<file path="src/rtl/button_led_sequencer_pkg.sv">
`default_nettype none
// ============================================================================
// Module      : button_led_sequencer_pkg
// Description : Shared FSM state encoding and default parameter values for
//               the button/LED sequencer and its per-channel debouncer.
// Ports       : none (package)
// Revision    : 1.0 - initial release
// ============================================================================
package button_led_sequencer_pkg;

  // Sequencer modes: free-running rotation, button hold, paused.
  typedef enum logic [1:0] {
    ST_RUN   = 2'd0,
    ST_HOLD  = 2'd1,
    ST_PAUSE = 2'd2
  } state_t;

  localparam int DEF_NUM_CH       = 8;
  localparam int DEF_STEP_CYC     = 16777216;
  localparam int DEF_DEBOUNCE_CYC = 1000000;

endpackage
`default_nettype wire

</file>
<file path="src/rtl/button_debounce.sv">
`default_nettype none
// ============================================================================
// Module      : button_debounce
// Description : One button channel: 2-flop synchronizer followed by a
//               consecutive-cycle debounce counter.
// Ports       : clk      - clock
//               rst      - asynchronous active-high reset
//               switch_n - raw asynchronous button, active-low
//               pressed  - debounced press level (1 = pressed)
// Revision    : 1.0 - initial release
// ============================================================================
module button_debounce
  import button_led_sequencer_pkg::*;
#(
  parameter int DEBOUNCE_CYC = DEF_DEBOUNCE_CYC
) (
  input  logic clk,
  input  logic rst,
  input  logic switch_n,
  output logic pressed
);

  localparam int               CNT_W    = $clog2(DEBOUNCE_CYC + 1);
  localparam logic [CNT_W-1:0] CNT_LAST = CNT_W'(DEBOUNCE_CYC - 1);
  localparam logic [CNT_W-1:0] CNT_ONE  = CNT_W'(1);

  logic             sync1;
  logic             sync2;
  logic             sync_pressed;
  logic [CNT_W-1:0] cnt;

  assign sync_pressed = ~sync2;

  // Synchronizer resets to 1 so a reset looks like "button released".
  always_ff @(posedge clk or posedge rst) begin
    if (rst) begin
      sync1 <= 1'b1;
      sync2 <= 1'b1;
    end else begin
      sync1 <= switch_n;
      sync2 <= sync1;
    end
  end

  // The output flips only after DEBOUNCE_CYC consecutive disagreeing cycles;
  // a single agreeing cycle restarts the count.
  always_ff @(posedge clk or posedge rst) begin
    if (rst) begin
      cnt     <= '0;
      pressed <= 1'b0;
    end else if (sync_pressed != pressed) begin
      if (cnt == CNT_LAST) begin
        pressed <= sync_pressed;
        cnt     <= '0;
      end else begin
        cnt <= cnt + CNT_ONE;
      end
    end else begin
      cnt <= '0;
    end
  end

endmodule
`default_nettype wire

</file>
<file path="src/rtl/button_led_sequencer.sv">
`default_nettype none
// ============================================================================
// Module      : button_led_sequencer
// Description : Rotates a one-hot LED pattern every STEP_CYC cycles. A
//               debounced button press overrides the rotation and shows the
//               lowest-indexed pressed channel until all buttons are released.
// Ports       : Clk     - clock
//               Reset   - asynchronous active-high reset
//               Switch  - raw buttons, active-low, NUM_CH bits
//               Run     - 1 = rotate, 0 = pause
//               Dir     - 0 = rotate toward LSB, 1 = toward MSB
//               LED     - one-hot LED pattern
//               Pressed - debounced press levels
//               Step    - one-cycle pulse on each rotation
// Revision    : 1.0 - initial release
// ============================================================================
module button_led_sequencer
  import button_led_sequencer_pkg::*;
#(
  parameter int NUM_CH       = DEF_NUM_CH,
  parameter int STEP_CYC     = DEF_STEP_CYC,
  parameter int DEBOUNCE_CYC = DEF_DEBOUNCE_CYC
) (
  input  logic              Clk,
  input  logic              Reset,
  input  logic [NUM_CH-1:0] Switch,
  input  logic              Run,
  input  logic              Dir,
  output logic [NUM_CH-1:0] LED,
  output logic [NUM_CH-1:0] Pressed,
  output logic              Step
);

  localparam int                STEP_W    = $clog2(STEP_CYC);
  localparam logic [STEP_W-1:0] STEP_LAST = STEP_W'(STEP_CYC - 1);
  localparam logic [STEP_W-1:0] STEP_ONE  = STEP_W'(1);
  localparam logic [NUM_CH-1:0] LED_INIT  = NUM_CH'(1);

  state_t            state;
  state_t            state_next;
  logic [STEP_W-1:0] step_cnt;
  logic [STEP_W-1:0] step_cnt_next;
  logic [NUM_CH-1:0] led_next;
  logic [NUM_CH-1:0] led_rot;
  logic [NUM_CH-1:0] lowest_pressed;
  logic              step_next;
  logic              any_pressed;
  logic              terminal;

  generate
    for (genvar i = 0; i < NUM_CH; i++) begin : g_debounce
      button_debounce #(
        .DEBOUNCE_CYC(DEBOUNCE_CYC)
      ) u_debounce (
        .clk     (Clk),
        .rst     (Reset),
        .switch_n(Switch[i]),
        .pressed (Pressed[i])
      );
    end
  endgenerate

  assign any_pressed = |Pressed;
  assign terminal    = (step_cnt == STEP_LAST);

  // Rotating a one-hot vector can never produce anything but one-hot, so Dir
  // may change at any time without corrupting the pattern.
  assign led_rot = Dir ? {LED[NUM_CH-2:0], LED[NUM_CH-1]}
                       : {LED[0], LED[NUM_CH-1:1]};

  // Priority encoder: scanning from the top leaves the lowest set bit.
  always_comb begin
    lowest_pressed = '0;
    for (int i = NUM_CH - 1; i >= 0; i--) begin
      if (Pressed[i]) begin
        lowest_pressed    = '0;
        lowest_pressed[i] = 1'b1;
      end
    end
  end

  always_ff @(posedge Clk or posedge Reset) begin
    if (Reset) begin
      state    <= ST_RUN;
      step_cnt <= '0;
      LED      <= LED_INIT;
      Step     <= 1'b0;
    end else begin
      state    <= state_next;
      step_cnt <= step_cnt_next;
      LED      <= led_next;
      Step     <= step_next;
    end
  end

  // A press takes priority over everything, including a terminal count
  // landing in the same cycle.
  always_comb begin
    state_next    = state;
    step_cnt_next = step_cnt;
    led_next      = LED;
    step_next     = 1'b0;
    if (any_pressed) begin
      state_next    = ST_HOLD;
      step_cnt_next = '0;
      led_next      = lowest_pressed;
    end else begin
      case (state)
        ST_HOLD: begin
          state_next    = Run ? ST_RUN : ST_PAUSE;
          step_cnt_next = '0;
        end
        ST_PAUSE: begin
          if (Run) begin
            state_next = ST_RUN;
          end
        end
        ST_RUN: begin
          if (!Run) begin
            state_next = ST_PAUSE;
          end else if (terminal) begin
            step_cnt_next = '0;
            led_next      = led_rot;
            step_next     = 1'b1;
          end else begin
            step_cnt_next = step_cnt + STEP_ONE;
          end
        end
        default: begin
          state_next    = ST_RUN;
          step_cnt_next = '0;
        end
      endcase
    end
  end

endmodule
`default_nettype wire

</file>
<file path="config.mk">
export PLATFORM = sky130hd
export DESIGN_NAME = button_led_sequencer
export DESIGN_NICKNAME = d
export VERILOG_FILES = /design/src/rtl/button_led_sequencer_pkg.sv /design/src/rtl/button_debounce.sv /design/src/rtl/button_led_sequencer.sv
export SDC_FILE = /design/constraint.sdc
export NUM_CORES = 1
export LEC_CHECK = 0
export ABC_CLOCK_PERIOD_IN_PS = 6900
export BUFFER_PORTS_ARGS = -buffer_cell sky130_fd_sc_hd__buf_2
export CAP_MARGIN = 20
export CORE_UTILIZATION = 50
export DETAILED_ROUTE_END_ITERATION = 7
export PLACE_DENSITY = 0.69
export SYNTH_ARGS = -nofsm -noshare
export SYNTH_HDL_FRONTEND = slang
export SYNTH_SLANG_ARGS = --single-unit
</file>
<file path="constraint.sdc">
create_clock -name Clk -period 6.9 [get_ports Clk]
set_input_delay 0.69 -clock Clk [delete_from_list [all_inputs] [get_ports Clk]]
set_output_delay 0.69 -clock Clk [all_outputs]
set_load 0.03 [all_outputs]
</file>
==> run summary, run 1 <==
Status: finished clean
DR WL/cell: 14.2 µm
Post-synthesis sequential area ratio: 52.5%
Flops & latches, synth: 219
Mapped Area: 0.0105 mm²
Nets: 1082
Post-DRT Antenna Nets: 0
Diodes inserted: 0
CP Max Fanout: 20
Clk root buf: clkbuf_16
Max VDD drop: 0.000192 V
FP Rows: 52
Pwr Density: 234 mW/mm²
CORE AREA: 0.0204 mm²
Total gr overflow: 0
Crit end category: register
Share of layout cells above drive strength 1: 10.2%
Async SR Flop Fraction: 100%
TritonCTS Sinks: 219
Crit start category: register
HPWL after DPL: 12.6 mm
EDFF count, synth: 0
Final-report setup violation count: 0
Setup tns final: 0 ns
H-tree depth: 1
Max transition margin: 39.0%
CP Class: register to register
PortBufs: 28
Post-Syn Instances: 1039
Max-cap violations: 0
Yosys warnings: 0
Placed cell areas: 0.0108 mm²
Final Hold Viols: 0
Max Transition Viols Final: 0
Die width: 147 µm
Total CTS buffers: 24
Slew @ Worst Pin: 0.906 ns
Clock Path Buffers: 3
Largest net degree at the start of global routing: 94
RR Endpoint: g_debounce[6].u_debounce.cnt[10]$_DFF_PP0_
Drt drc: 0
Hold path depth: 1
Most numerous cell in the Yosys netlist: nor2_1
Via count: 7096
Vias in the first global route: 7087
Wirelength, routed: 19.1 mm
HP Class: input pin to register
Vias per cell: 5.26
Crit share post-route: 35.8%
RSZ-0062 raised after global routing: no
Register-to-Register Path Depth: 5
CTS tree: yes
Io pins: 29
Max Freq: 405 MHz
Die area: 0.0215 mm²
CP required: 7.27 ns
Clock skew: 0.0162 ns
Initial Util: 51.4%
Worst Hold Path EP: g_debounce[4].u_debounce.sync1$_DFF_PP1_
Hold Startpoint: Switch[4]
Synthesized net count: 1060
Cts hold-fix bufs: 0
Synth cell count leaders: 212 x nor2_1, 202 x dfrtp_1, 96 x xor2_1
Setup Buffers After CTS: 0
Clock latency on the worst-skew pair: 0.52 ns
R2r startpoint: g_debounce[6].u_debounce.cnt[15]$_DFF_PP0_
Placed Cells: 1305
DRT Pass-1 Iters: 5
Fin crit period: 2.47 ns
Synthesis-to-layout area growth: 10.5%
GRT Util Overall: 18.7%
Main area contributors after synthesis: dfrtp_1 48%, xor2_1 8.0%, nor2_1 7.6%, xnor2_1 6.3%, dfstp_2 4.3%
Die H: 147 µm
Register-to-Register Setup Slack: 4.43 ns
Post-CTS Resized: 0
First-pass GRT wire length: 33.8 mm
P_leak: 0.00509 µW
Most used DFF post-synth: dfrtp_1
Crit path DAT: 2.84 ns
Initial antenna violation count: 0
Pwr Total: 2710 µW
Non-Filler Instances: 1349
Top-area cell type share of the netlist area: 48.3%
Gp weighted congestion: 0.784
Yosys cell types: 49
Post-route cell area: 0.0116 mm²
Clock Pin Slew Worst Setup and Hold Paths: 0.06 ns
Area leader, netlist: dfrtp_1
Drt initial violations: 408
Avg Cell Area, Syn: 10.1 µm²
==> state kept, by name, indices dropped and copies added (netlist names) <==
name                           count
LED                                8
step_cnt                          24
state                              2
g_debounce.u_debounce.sync2        8
g_debounce.u_debounce.cnt        160
g_debounce.u_debounce.pressed      8
Step                               1
g_debounce.u_debounce.sync1        8
==> layout by cell type (no fill, tap or decap), types with 6 or more instances in the layout <==
master | synthesis | layout
and2_1 | 8 | 8
dfstp_2 | 17 | 17
and4_1 | 19 | 19
and3_1 | 33 | 33
or4_1 | 6 | 6
nor2_1 | 212 | 212
nor3_1 | 22 | 22
or2_2 | 7 | 7
ha_1 | 9 | 9
nor4b_1 | 7 | 7
clkbuf_1 | 14 | 10
clkbuf_16 | 0 | 24
nor4_1 | 25 | 25
nand2b_1 | 6 | 6
xnor2_1 | 75 | 75
dfrtp_1 | 202 | 202
mux2i_1 | 13 | 13
mux2_2 | 12 | 12
nor2b_1 | 6 | 6
nand2_1 | 66 | 66
buf_2 | 9 | 28
nand4_1 | 37 | 37
xor2_1 | 96 | 96
inv_1 | 25 | 24
nand3_1 | 64 | 64
==> stage by stage <==
stage | setup slack (ns) | hold WS, ns | utilization [%]
final | 4.43 | 0.265 | 56.8
after global routing | 4.28 | 0.251 | 56.8
after CTS | 4.42 | 0.246 | 56.8
after detailed placement | 4.44 | 0.347 | 53.0
after global placement | 4.52 | 0.345 | 53.0
after floorplan | 0.245 | 0.345 | -
==> logic make-up (layout without fill, tap and decap cells) <==
family / count (synthesis) / after routing / synth area share (%)
buf+inv: 59 / 99 / 2.65
flops: 219 / 219 / 52.5
simple gates: 537 / 537 / 25.7
compound gates: 19 / 19 / 1.23
fa+ha+maj: 9 / 9 / 1.08
xor+xnor: 171 / 171 / 14.3
mux: 25 / 25 / 2.53
==> layer usage <==
layer | GRT usage [%] | vias to the layer above | routed length [µm] | part of all wire (%)
li1 | - | 3552 | - | -
met1 | 27.0 | 3453 | 9570 | 50
met2 | 29.7 | 68 | 8710 | 46
met3 | 2.86 | 23 | 500 | 2.6
met4 | 4.84 | 0 | 334 | 1.7
met5 | 0 | - | 0 | 0
==> cell type report <==
type | instances | area (µm²)
Fill cell | 1766 | 8790
Multi-Input combinational cell | 761 | 4700
Sequential cell | 219 | 5500
Inverter | 25 | 101
Clock buffer | 38 | 693
Timing Repair Buffer | 30 | 155
Clock inverter | 6 | 91.3
Tap cell | 270 | 338
==> worst max-delay path: stages, from the launching register on <==
cell and delay [ns]:
dfrtp_1 0.40, or4b_2 0.66, nor4_1 0.28, and3_1 0.24, nand2b_1 0.63, nor2_1 0.11
==> power breakdown <==
part / total (µW) / leakage (µW) / internal, µW / switching [µW]
Combinational: 94.3 / 0.00174 / 28.9 / 65.4
Clock: 1270 / 0.000383 / 764 / 505
Sequential: 1350 / 0.00297 / 1320 / 28.9
Total: 2710 / 0.00509 / 2110 / 599
==> how the worst max path moves through the flow <==
stage,startpoint,to,slack [ns],cells after the start
global route,g_debounce[6].u_debounce.cnt[15]$_DFF_PP0_,g_debounce[6].u_debounce.cnt[3]$_DFF_PP0_,4.28,5
finish,g_debounce[6].u_debounce.cnt[15]$_DFF_PP0_,g_debounce[6].u_debounce.cnt[10]$_DFF_PP0_,4.43,5
detailed placement,g_debounce[6].u_debounce.cnt[15]$_DFF_PP0_,g_debounce[6].u_debounce.cnt[10]$_DFF_PP0_,4.44,5
CTS,g_debounce[6].u_debounce.cnt[15]$_DFF_PP0_,g_debounce[6].u_debounce.cnt[12]$_DFF_PP0_,4.42,5
floorplan,Reset,LED[1]$_DFFE_PP0P_,0.25,1
global placement,g_debounce[4].u_debounce.cnt[15]$_DFF_PP0_,g_debounce[4].u_debounce.cnt[12]$_DFF_PP0_,4.52,5
(Power assumes the default switching activity.)
==> inputs of run 2 (changes only) <==
ABC_CLOCK_PERIOD_IN_PS = 2050   (was 6900)
clock period = 2.05 ns   (was 6.9 ns; I/O delays follow)
==> run 2 against run 1 <==
Effect of this change: routed wire length is 4.0% higher; worst setup slack worse by 4.4 ns; cell area is 7.0% higher; clock skew is 0.0029 ns lower; sequential cell count stayed put; critical path depth stayed put; power grew to 3.5 times the previous value; first-iteration DRC count is 15% lower; utilization is 4.0 points higher; critical endpoint is now step_cnt[3]$_DFFE_PP0P_.
==> run summary, run 2 (synthesized netlist as in run 1, its figures left out) <==
Sw Pwr: 2040 µW
Largest register FFs: 160
HP Class: input pin to async pin
Clock skew: 0.0133 ns
Placed cell areas: 0.0113 mm²
R2r startpoint: g_debounce[1].u_debounce.pressed$_DFFE_PP0P_
Via count: 7474
Dpl ws: 0.00965 ns
Share of layout cells above drive strength 1: 16.5%
Crit end category: register
P_leak: 0.00551 µW
Worst Setup SP: g_debounce[1].u_debounce.pressed$_DFFE_PP0P_
Crit path DAT: 2.39 ns
DRT Pass-1 Iters: 4
Clock Path Buffers: 3
PnR worst setup slack: 0.0653 ns
TritonCTS Sinks: 219
Top Registers: g_debounce.u_debounce.cnt (160), step_cnt (24)
RSZ-0062 raised after global routing: yes
Pwr Density: 760 mW/mm²
GRT Util Overall: 19.0%
CORE AREA: 0.0204 mm²
Max Freq: 504 MHz
First-pass GRT wire length: 34.1 mm
Clock Pin Slew Worst Setup and Hold Paths: 0.06 ns
Max Transition Viols Final: 0
Post-DRT Antenna Nets: 0
Max transition margin: 65.6%
Synthesis-to-layout area growth: 18.3%
Clock latency on the worst-skew pair: 0.52 ns
Clk pwr share: 47.7%
Die area: 0.0215 mm²
Largest net degree at the start of global routing: 81
Post-route cell area: 0.0124 mm²
Crit share post-route: 96.8%
Final Hold Viols: 0
Max-cap violations: 0
Wirelength, routed: 19.9 mm
Drt drc: 0
CP Max Fanout: 7
Final core utilization: 60.9%
CTS tree: yes
Comb pwr share: 4.2%
Sequential share of power: 48.1%
Largest Register: g_debounce.u_debounce.cnt
PortBufs: 28
HPWL after DPL: 13.3 mm
Fin crit period: 1.98 ns
Diodes inserted: 0
Most common cell after layout, fill and taps aside: nor2_1
Io pins: 29
Gp weighted congestion: 0.781
Die H: 147 µm
H-tree depth: 1
Setup tns final: 0 ns
Most frequent cells in the layout: 211 x nor2_1, 202 x dfrtp_1, 96 x xor2_1
Die width: 147 µm
Initial antenna violation count: 0
Final-report setup violation count: 0
Slew @ Worst Pin: 0.512 ns
Total CTS buffers: 25
Vias per cell: 5.26
Nets: 1152
Total gr overflow: 0
Fill cells: 1720
Status: finished clean
FP Rows: 52
Internal power: 7380 µW
DR WL/cell: 14.0 µm
Drt initial violations: 346
Clk root buf: clkbuf_16
Initial Util: 51.4%
Max VDD drop: 0.000633 V
Fraction of power spent switching nets: 21.7%
CP required: 2.45 ns
Vias in the first global route: 7365
CP Class: register to register
Crit start category: register
[run 2: cell types whose count changed in the layout (fill, tap and decap cells not counted), sizes merged]
cell / change
dlygate4sd3: +10
clkinvlp: +3
clkinv: -2
clkbuf: +3
buf: +57
[run 2: final timing paths]
| kind | endpoint | slack (ns) | depth (start not counted) |
|---|---|---|---|
| worst max-delay path | step_cnt[3]$_DFFE_PP0P_ | 0.07 | 5 |
| worst min-delay path | g_debounce[6].u_debounce.cnt[8]$_DFF_PP0_ | 0.23 | 3 |
| worst max register to register | step_cnt[3]$_DFFE_PP0P_ | 0.07 | 5 |
| worst min register to register | g_debounce[2].u_debounce.sync2$_DFF_PP1_ | 0.35 | 0 |
| max in group asynchronous | g_debounce[0].u_debounce.sync2$_DFF_PP1_ | 1.10 | 4 |
| min in group Clk | LED[0]$_DFFE_PP1P_ | 0.29 | 4 |
[run 2: stage by stage]
step	hold slack (ns)	power [µW]	std cells
6_report	0.225	9420	1420
5_1_grt	0.233	9760	1420
4_1_cts	0.206	9540	1417
3_5_place_dp	0.208	4980	1361
3_3_place_gp	0.204	4970	1361
2_1_floorplan	0.209	4840	1039
[run 2: worst max-delay path, cell delays in order, from the launching register on]
cell     delay, ns
dfrtp_1       0.37
or4_4         0.57
or4_4         0.59
nand4_1       0.14
xor2_1        0.14
nor2_1        0.05
[run 2: final cells by class]
cell class / instances / area [µm²] / area share, %
flip-flops and latches: 219 / 5500 / 44.4
multi-input cells: 761 / 4780 / 38.6
repair buffers: 99 / 821 / 6.62
clock buffers: 39 / 758 / 6.12
well taps: 270 / 338 / 2.73
inverters: 25 / 97.6 / 0.788
clock inverters: 7 / 93.8 / 0.757
[run 2: layer usage]
layer / global-route usage, % / wire, µm / vias up
met5: 0 / 0 / -
met4: 6.09 / 569 / 0
met3: 2.83 / 583 / 38
met2: 31.3 / 9200 / 78
met1: 25.8 / 9540 / 3654
li1: - / - / 3704
[run 2: what timing repair did]
action                     CTS  global route
hold buffers                10             0
hold endpoints to repair    26             0
gates resized for setup      4            12
setup buffers                0             1
setup endpoints to repair    6            69
gates cloned                 0             2
pin swaps                    0            10
[run 2: power groups by stage]
| stage | combinational, µW | sequential [µW] | clock [µW] |
|---|---|---|---|
| after floorplan | 257 | 4580 | 0 |
| after global placement | 369 | 4600 | 0 |
| after detailed placement | 373 | 4610 | 0 |
| after CTS | 394 | 4530 | 4610 |
| after global routing | 461 | 4540 | 4760 |
| final | 398 | 4530 | 4490 |
==> inputs of run 3 (changes only) <==
==> constraint.sdc (replaced) <==
create_clock -name Clk -period 2.05 [get_ports Clk]
set_input_delay 0.1025 -clock Clk [delete_from_list [all_inputs] [get_ports Clk]]
set_output_delay 0.1025 -clock Clk [all_outputs]
set_load 0.03 [all_outputs]
==> run 3 against run 2 <==
Effect of this change: cell count shrank 0.21%; sequential share of layout area about the same; global-route usage is 0.46 points higher; worst setup slack got worse by 0.034 ns; die area stayed put; clock-buffer cell count shrank 3; via count down 0.17%; largest cell class unchanged; highest routed layer unchanged.
==> run summary, run 3 (synthesized netlist as in run 1, its figures left out) <==
TritonCTS Sinks: 219
CP required: 2.45 ns
Clock skew: 0.0104 ns
Internal power: 7380 µW
Sequential share of power: 48.1%
Met1 Track Usage GR: 27.4%
Final core utilization: 60.8%
Clk root buf: clkbuf_16
Share of layout cells above drive strength 1: 16.2%
Total gr overflow: 0
CP Class: register to register
Non-Filler Instances: 1417
Pwr Density: 761 mW/mm²
Max transition margin: 63.1%
Crit share post-route: 98.5%
Status: finished clean
HPWL after DPL: 13.4 mm
Vias in the first global route: 7363
GRT Util Overall: 19.4%
Wirelength, routed: 20.4 mm
Largest net degree at the start of global routing: 72
Crit end category: register
Placed Cells: 1360
Clock latency on the worst-skew pair: 0.51 ns
CTS tree: yes
Sw Pwr: 2040 µW
Top Registers: g_debounce.u_debounce.cnt (160), step_cnt (24)
Drt initial violations: 375
Max Freq: 495 MHz
Die width: 147 µm
Drt drc: 0
Final Hold Viols: 0
Clock Path Buffers: 3
RSZ-0062 raised after global routing: yes
Vias per cell: 5.27
Via count: 7461
Most frequent cells in the layout: 212 x nor2_1, 202 x dfrtp_1, 95 x xor2_1
P_leak: 0.00551 µW
Total CTS buffers: 24
Fin crit period: 2.02 ns
Gp weighted congestion: 0.795
Largest register FFs: 160
Most common cell after layout, fill and taps aside: nor2_1
Placed cell areas: 0.0113 mm²
Initial antenna violation count: 0
Crit start category: register
Largest Register: g_debounce.u_debounce.cnt
Pwr Total: 9430 µW
CP Max Fanout: 10
PortBufs: 28
DR WL/cell: 14.4 µm
Synthesis-to-layout area growth: 18.3%
Die area: 0.0215 mm²
CORE AREA: 0.0204 mm²
Max Transition Viols Final: 0
Clk pwr share: 47.6%
Comb pwr share: 4.3%
Clock Pin Slew Worst Setup and Hold Paths: 0.06 ns
HP Class: input pin to async pin
Initial Util: 51.4%
Met3 GRT Util: 2.89%
GR peak layer: met2
Post-DRT Antenna Nets: 0
Crit path DAT: 2.41 ns
Nets: 1150
Post-route cell area: 0.0124 mm²
Max-cap violations: 0
Diodes inserted: 0
Register-to-Register Path Depth: 6
Die H: 147 µm
Final-report setup violation count: 0
Max VDD drop: 0.000698 V
DRT Pass-1 Iters: 5
Fraction of power spent switching nets: 21.7%
Met2 Use GR: 31.5%
Io pins: 29
Slew @ Worst Pin: 0.549 ns
FP Rows: 52
H-tree depth: 1
First-pass GRT wire length: 34.9 mm
-- run 3: per-stage QoR --
stage	hold WS (ns)	TNS, ns	setup WS [ns]
5_1_grt	0.135	-0.824	-0.0475
6_report	0.132	0	0.0311
3_5_place_dp	0.109	0	0.0253
3_3_place_gp	0.112	0	0.0575
4_1_cts	0.115	0	0.00979
2_1_floorplan	0.107	-183.21	-0.893
-- run 3: final cells by class --
type	instances	area, µm²
clock buffer	36	717
sequential	219	5500
multi-input combinational	761	4790
fill	1684	7980
clock inverter	8	118
inverter	25	97.6
tap	270	338
timing repair buffer	98	830
-- run 3: critical path, cell delays in order, from the launching register on --
cell	delay [ns]
dfrtp_1	0.40
or4b_2	0.66
nor4_1	0.24
and3_1	0.22
nand2b_4	0.17
clkbuf_16	0.16
nor2_1	0.04
-- run 3: metal layers --
layer / vias to the layer above / part of all wire (%)
met5: - / 0
met4: 0 / 1.9
met3: 25 / 2.6
met2: 85 / 47
met1: 3665 / 48
li1: 3686 / -
-- run 3: what timing repair did --
item,4_1_cts,5_1_grt
hold endpoints to repair,190,0
hold buffers,10,0
gates resized for setup,0,18
setup endpoints to repair,0,115
setup buffers,0,1
-- run 3: power by group through the flow --
stage | logic, µW | registers [µW] | clock network, µW
finish | 407 | 4530 | 4490
global placement | 370 | 4600 | 0
detailed placement | 375 | 4600 | 0
global route | 469 | 4540 | 4750
CTS | 397 | 4530 | 4590
floorplan | 257 | 4580 | 0
-- run 3: path summary, 6_finish.rpt --
check | slack, ns | end | from
max in group asynchronous | 1.23 | g_debounce[3].u_debounce.sync2$_DFF_PP1_ | Reset
setup reg to reg | 0.03 | g_debounce[4].u_debounce.cnt[9]$_DFF_PP0_ | g_debounce[4].u_debounce.cnt[15]$_DFF_PP0_
min in group Clk | 0.21 | LED[2]$_DFFE_PP0P_ | Dir
hold / removal | 0.13 | g_debounce[6].u_debounce.cnt[13]$_DFF_PP0_ | Reset
hold reg to reg | 0.35 | g_debounce[6].u_debounce.sync2$_DFF_PP1_ | g_debounce[6].u_debounce.sync1$_DFF_PP1_
setup / recovery | 0.03 | g_debounce[4].u_debounce.cnt[9]$_DFF_PP0_ | g_debounce[4].u_debounce.cnt[15]$_DFF_PP0_
